--- src/rtl/mem_port_arbiter.sv ---
// rtl/mem_port_arbiter.sv - data-priority arbiter for one shared SRAM-style port with bounded inst starvation
module mem_port_arbiter #(
  parameter int MAX_STREAK = 4
) (
  input  logic        clk,
  input  logic        rst,
  input  logic        inst_req,
  input  logic [31:0] inst_addr,
  output logic        inst_gnt,
  output logic        inst_rvalid,
  output logic [31:0] inst_rdata,
  input  logic        data_req,
  input  logic [3:0]  data_wen,
  input  logic [31:0] data_addr,
  input  logic [31:0] data_wdata,
  output logic        data_gnt,
  output logic        data_rvalid,
  output logic [31:0] data_rdata,
  output logic        bus_en,
  output logic [3:0]  bus_wen,
  output logic [31:0] bus_addr,
  output logic [31:0] bus_wdata,
  input  logic [31:0] bus_rdata
);

  localparam logic [3:0] LP_MAX_STREAK = 4'(MAX_STREAK);

  logic [3:0] r_streak;
  logic       r_resp_inst;
  logic       r_resp_data;

  logic       w_streak_full;
  logic       w_inst_gnt;
  logic       w_data_gnt;
  logic [3:0] w_streak_nxt;

  assign w_streak_full = (r_streak == LP_MAX_STREAK);

  // Data wins unless the waiting fetch has already been passed over MAX_STREAK times.
  always_comb begin
    w_inst_gnt = 1'b0;
    w_data_gnt = 1'b0;
    if (rst) begin
      if (data_req && !(inst_req && w_streak_full)) begin
        w_data_gnt = 1'b1;
      end else if (inst_req) begin
        w_inst_gnt = 1'b1;
      end
    end
  end

  always_comb begin
    w_streak_nxt = r_streak;
    if (!inst_req || w_inst_gnt) begin
      w_streak_nxt = 4'd0;
    end else if (w_data_gnt && !w_streak_full) begin
      w_streak_nxt = r_streak + 4'd1;
    end
  end

  always_ff @(posedge clk) begin
    if (!rst) begin
      r_streak    <= 4'd0;
      r_resp_inst <= 1'b0;
      r_resp_data <= 1'b0;
    end else begin
      r_streak    <= w_streak_nxt;
      r_resp_inst <= w_inst_gnt;
      r_resp_data <= w_data_gnt;
    end
  end

  assign inst_gnt  = w_inst_gnt;
  assign data_gnt  = w_data_gnt;
  assign bus_en    = w_inst_gnt | w_data_gnt;
  assign bus_wen   = w_data_gnt ? data_wen : 4'd0;
  assign bus_addr  = w_inst_gnt ? inst_addr : data_addr;
  assign bus_wdata = data_wdata;

  // Gated by rst so a response in flight when reset asserts never surfaces.
  assign inst_rvalid = r_resp_inst & rst;
  assign data_rvalid = r_resp_data & rst;
  assign inst_rdata  = bus_rdata;
  assign data_rdata  = bus_rdata;

endmodule

--- config.mk ---
export PLATFORM = sky130hd
export DESIGN_NAME = mem_port_arbiter
export DESIGN_NICKNAME = d
export VERILOG_FILES = /design/src/rtl/mem_port_arbiter.sv
export SDC_FILE = /design/constraint.sdc
export NUM_CORES = 1
export LEC_CHECK = 0
export CAP_MARGIN = 20
export CELL_PAD_IN_SITES_DETAIL_PLACEMENT = 1
export CELL_PAD_IN_SITES_GLOBAL_PLACEMENT = 2
export CORE_MARGIN = 5
export CORE_UTILIZATION = 10
export CTS_CLUSTER_SIZE = 16
export DETAILED_ROUTE_END_ITERATION = 7
export PLACE_DENSITY_LB_ADDON = 0.3
export SYNTH_ARGS = -nofsm -noshare
export SYNTH_HDL_FRONTEND = slang
export SYNTH_SLANG_ARGS = --single-unit
--- constraint.sdc ---
create_clock -name clk -period 2.13 [get_ports clk]
set_input_delay 0.3195 -clock clk [delete_from_list [all_inputs] [get_ports clk]]
set_output_delay 0.3195 -clock clk [all_outputs]
set_load 0.05 [all_outputs]
# ---- After elaboration in Yosys (flattened, before gate mapping)
# Cells that the tools add are included.
dict set report op_classes {
  add_sub_neg 1
  eq_ne 1
  muxes 7
  bitwise_logic 4
  reduce_logical 8
}
# cell n
set ops {}
lappend ops {{$mux 32} 1}
lappend ops {{$mux 1} 5}
lappend ops {{$add 4x1->4 const B} 1}
lappend ops {{$eq 4x3->1 const B} 1}
lappend ops {{$mux 4} 1}
lappend ops {{$logic_and 1x1->1} 3}
lappend ops {{$logic_not 1->1} 3}
lappend ops {{$and 1x1->1} 2}
lappend ops {{$reduce_or 2->1} 1}
lappend ops {{$logic_or 1x1->1} 1}
lappend ops {{$not 1->1} 1}
lappend ops {{$or 1x1->1} 1}
dict set report totals {
  register_bits 6
  in_bits 136
  output_inout_bits 137
  word_cells 24
}

# ---- Depth between registers and ports, before layout
# Gate-level depths: netlist (run 1).
dict set report logic_depth {
  depth_word 8
  ltp_mapped 8
  ltp_nobuf 5
}

# ---- Least setup slack after synthesis (run 1)
# No wires, ideal clock.
dict set report synth_path {
  path_type {reg-to-output}
  startpoint {register r_streak[0]}
  endpoint {output bus_wen[0]}
  t_arrival_ns 2.313
  required_ns 1.811
  slack_ns -0.502
  stages_incl_launch_ff 7
  n_path_buf 1
  path_cell_list {dfxtp_1 -> inv_1 -> ha_1 -> and3b_1 -> buf_6 -> a21oi_1 -> and2_1}
}
dict set report synth_between {
  elab_chain_cells 7
}
# element line_no
set synth_rtl {}
lappend synth_rtl {{from (decl)} 28} ;# logic [3:0] r_streak;
lappend synth_rtl {{from (signal assigned)} 67} ;# r_streak <= w_streak_nxt;
lappend synth_rtl {{$eq 4x3->1} 37} ;# assign w_streak_full = (r_streak == LP_MAX_STREAK);
lappend synth_rtl {{$logic_and 1x1->1} 44} ;# if (data_req && !(inst_req && w_streak_full)) begin
lappend synth_rtl {{$logic_not 1->1} 44}
lappend synth_rtl {{$logic_and 1x1->1} 44}
lappend synth_rtl {{$mux 1} 44}
lappend synth_rtl {{$mux 1} 43} ;# if (rst) begin
lappend synth_rtl {{named net data_gnt} 16} ;# output logic data_gnt,
lappend synth_rtl {{$mux 4} 76} ;# assign bus_wen = w_data_gnt ? data_wen : 4'd0;
lappend synth_rtl {{to (decl)} 20} ;# output logic [3:0] bus_wen,
# The timed path passes the listed nets, and every way through them passes these cells.

# ---- Worst setup path in the final report (run 1)
dict set report layout_path {
  startpoint {register r_streak[0]}
  endpoint {output bus_addr[3]}
}
dict set report layout_between {
  elab_chain_cells 7
}
# element line_no
set layout_rtl {}
lappend layout_rtl {{$eq 4x3->1} 37}
lappend layout_rtl {{$logic_and 1x1->1} 44}
lappend layout_rtl {{$logic_not 1->1} 44}
lappend layout_rtl {{$logic_and 1x1->1} 44}
lappend layout_rtl {{$mux 1} 44}
lappend layout_rtl {{$mux 1} 43}
lappend layout_rtl {{$mux 32} 77} ;# assign bus_addr = w_inst_gnt ? inst_addr : data_addr;
lappend layout_rtl {{to (decl)} 21} ;# output logic [31:0] bus_addr,
# Every way passes these cells.

==> run_results.csv, run 1 <==
group,metric,value,unit
finish,antenna_cells,0,
timing,slew_violations,0,
yosys,ys_ff_latch,6,
finish,fillCellCount,1812,
clocking,clockBufferDepth,2,
finish,drive_above_1_share,52.0,%
clocking,clock_sink_count,6,
routing,routed_wl,4.87,mm
yosys,yosysMostFrequentCell,"buf_4",
routing,vias,1104,
timing,setup_violations,33,
yosys,synth-main-ff-cell,"dfxtp_1",
power,p_per_area,389,nW/um2
routing,drc,0,
finish,nNetsFinal,338,
timing,hold_viol_final,0,
placed_design,numPortBuffers,112,
power,p_int,0.679,mW
status,violations,"setup timing",
worst_setup_path,reg2reg_to,"r_resp_inst",
power,p_leak,1.08,nW
routing,drt_iter0_markers,9,
floorplanning,ios,273,
yosys,synthTopCellsByCount,"buf_4 (96), mux2_4 (29), and2_1 (6), dfxtp_1 (6)",
routing,dr.pass1.iters,4,
routing,antenna_left,0,
placed_design,place_congestion,0.625,
timing,relSlewSlack,86.6,%
timing,rsz0062_at_grt,"true",
worst_setup_path,crit_arrival,1920,ps
finish,utilization,16.7,%
clocking,insertion_delay,230,ps
min_path,hold_depth,2,
floorplanning,initial_utilization,10.1,%
worst_setup_path,crit_required,1810,ps
yosys,synthArstFlopShare,0,%
min_path,worstHoldPathType,"register to register",
floorplanning,dieWidth,136,um
worst_setup_path,r2r_cells,5,
global_route,grt_pass1_wl,6.82,mm
clocking,htree_levels,1,
power,clockPowerShare,29.5,%
placed_design,dp_slack,-91.2,ps
min_path,hold_path_end,"r_streak[0]",
power,vdd_drop_max,0.162,mV
finish,multi_input_area,698,um2
global_route,first_global_vias,1250,
worst_setup_path,worst-setup-path-type,"register to output pin",
timing,post-route-min-period,2240,ps
clocking,cts_tree,"done",
placed_design,post-dp-hpwl,3.59,mm
power,netSwitchingPower,0.343,mW
finish,seqCellArea,123,um2
global_route,antenna_found_initial,0,
clocking,postCtsHoldBufs,0,
timing,fin_ws,-109,ps
power,p_comb_share,59.1,%
floorplanning,rows,46,
yosys,syn_nets,307,
yosys,yosysWarnings,0,
yosys,yosys.area.top_type,"buf_4",
global_route,grt_start_max_net_pins,17,
worst_setup_path,endpoint_kind,"output pin",
yosys,syn_inst,169,
yosys,ys_seq_area_share,7.58,%
status,status,"finished, violations left",
job,cap_violations,0,
worst_setup_path,rrSetupSlack,930,ps
finish,area_growth,66.0,%
clocking,clk_pin_slew_worst_paths,30,ps
timing,max_freq,0.447,GHz
routing,vias_per_cell,2.67,
power,switching_share,33.6,%
yosys,synth_edf_count,0,
global_route,grt_use_total,4.76,%
min_path,holdCritStartpoint,"r_streak[0]",
clocking,numCtsBuffers,3,
floorplanning,core_region_area,15700,um2
yosys,yosys.area.top_type_share,45.5,%
timing,worst_pin_slew,200,ps
floorplanning,die_area,18500,um2
routing,post_drt_wl_per_cell,11.8,um
yosys,syn_area,1580,um2
worst_setup_path,timing.rr.start,"r_streak[0]",
global_route,grt-ovfl-total,0,
clocking,cts_root_buf,"clkbuf_16",
worst_setup_path,cp_max_fo,8,
yosys,synth_area_leaders,"buf_4 (45%), mux2_4 (27%), dfxtp_1 (7.6%), buf_12 (3.8%), and2_1 (2.4%)",
timing,fin_crit_sh,105,%
floorplanning,die_y,136,um
timing,fin_skew,1.07,ps
yosys,syn_area_per_cell,9.37,um2
worst_setup_path,cp-start-kind,"register",
timing,whs,515,ps
power,seqPwrFrac,11.5,%
yosys,yosysUniqueCellTypes,21,
[power by group through the flow]
stage | clock network, mW | logic (mW) | registers (mW)
2_1_floorplan | 0 | 0.783 | 0.118
3_3_place_gp | 0 | 0.542 | 0.119
3_5_place_dp | 0 | 0.543 | 0.118
4_1_cts | 0.311 | 0.599 | 0.117
5_1_grt | 0.316 | 0.630 | 0.117
6_report | 0.301 | 0.604 | 0.117
[flip-flops by register name, indices dropped and copies added (netlist names)]
| register | cells |
|---|---|
| r_resp_inst | 1 |
| r_streak | 4 |
| r_resp_data | 1 |
[logic make-up after synthesis]
| logic type | Yosys count | synth area share (%) |
|---|---|---|
| compound gates | 6 | 2.69 |
| buf+inv | 104 | 51.4 |
| mux | 33 | 30.3 |
| flops | 6 | 7.58 |
| simple gates | 18 | 6.48 |
| fa+ha+maj | 2 | 1.58 |
[placed cells by master (no fill, tap or decap)]
cell / synthesis / routed
nand2b_1: 1 / 1
buf_8: 0 / 5
a21oi_1: 3 / 2
and2_2: 0 / 4
and2_1: 6 / 2
clkdlybuf4s50_1: 0 / 71
nand3_1: 2 / 2
dfxtp_1: 6 / 4
buf_16: 0 / 2
nor2b_1: 2 / 2
mux2i_1: 1 / 1
inv_1: 3 / 1
ha_1: 2 / 1
o211a_1: 2 / 1
nor3b_1: 1 / 1
o21a_1: 1 / 1
buf_6: 2 / 27
nor3_1: 1 / 1
nand2_1: 1 / 1
a21oi_4: 0 / 1
clkbuf_16: 0 / 4
inv_2: 0 / 2
mux2_4: 29 / 32
o211a_4: 0 / 1
buf_4: 96 / 11
nor2_1: 3 / 3
dfxtp_2: 0 / 2
and3b_2: 0 / 1
ha_4: 0 / 1
buf_12: 3 / 10
[cell type report]
class,count,share of cell area (%)
Inverter,3,0.428
Clock buffer,3,2.85
Tap cell,216,10.3
Timing Repair Buffer,127,55.2
Multi-Input combinational cell,59,26.5
Sequential cell,6,4.66
[routing by layer]
layer / vias to the layer above / wire [um] / GRT usage, %
li1: 510 / - / -
met1: 482 / 1840 / 4.89
met2: 102 / 2220 / 8.02
met3: 10 / 730 / 2.48
met4: 0 / 78 / 2.24
met5: - / 0 / 0
[repair_timing]
item,4_1_cts,5_1_grt
setup buffers,1,2
setup endpoints to repair,32,32
cloned,2,1
gates resized for setup,44,6
[worst max-delay path, stage by stage (launching register included)]
cell       delay (ps)
dfxtp_2           320
inv_2              40
ha_4              150
and3b_2           210
o211a_4           300
clkbuf_16         200
mux2_4            300
buf_6             150
[worst max path at each step]
stage	startpoint	to	slack (ps)	depth (start not counted)
after floorplan	r_streak[0]	bus_addr[18]	30	8
after CTS	r_streak[0]	bus_addr[9]	-130	7
after global placement	data_req	bus_addr[11]	-60	6
after global routing	r_streak[0]	bus_addr[14]	-160	7
after detailed placement	data_req	bus_addr[31]	-90	6
final	r_streak[0]	bus_addr[3]	-110	7
[stage by stage]
| step | cells | power [mW] | setup TNS (ps) | cell area (um2) |
|---|---|---|---|---|
| after floorplan | 169 | 0.902 | 0 | 1600 |
| after global placement | 405 | 0.660 | -1540 | 2280 |
| after detailed placement | 405 | 0.661 | -1850 | 2280 |
| after CTS | 411 | 1.03 | -3560 | 2570 |
| after global routing | 414 | 1.06 | -4660 | 2630 |
| final | 414 | 1.02 | -2920 | 2630 |
No activity file was read; power rests on OpenSTA's default activity.
==> inputs of run 2 (changes only) <==
--- a/config.mk
+++ b/config.mk
@@ -10,6 +10,7 @@
 export CELL_PAD_IN_SITES_GLOBAL_PLACEMENT = 2
 export CORE_MARGIN = 5
 export CORE_UTILIZATION = 10
+export CTS_BUF_LIST = sky130_fd_sc_hd__clkbuf_8 sky130_fd_sc_hd__clkbuf_16
 export CTS_CLUSTER_SIZE = 16
 export DETAILED_ROUTE_END_ITERATION = 7
 export PLACE_DENSITY_LB_ADDON = 0.3
==> results of run 2 <==
No change in the layout: final DEF, timing and power equal those of run 1.
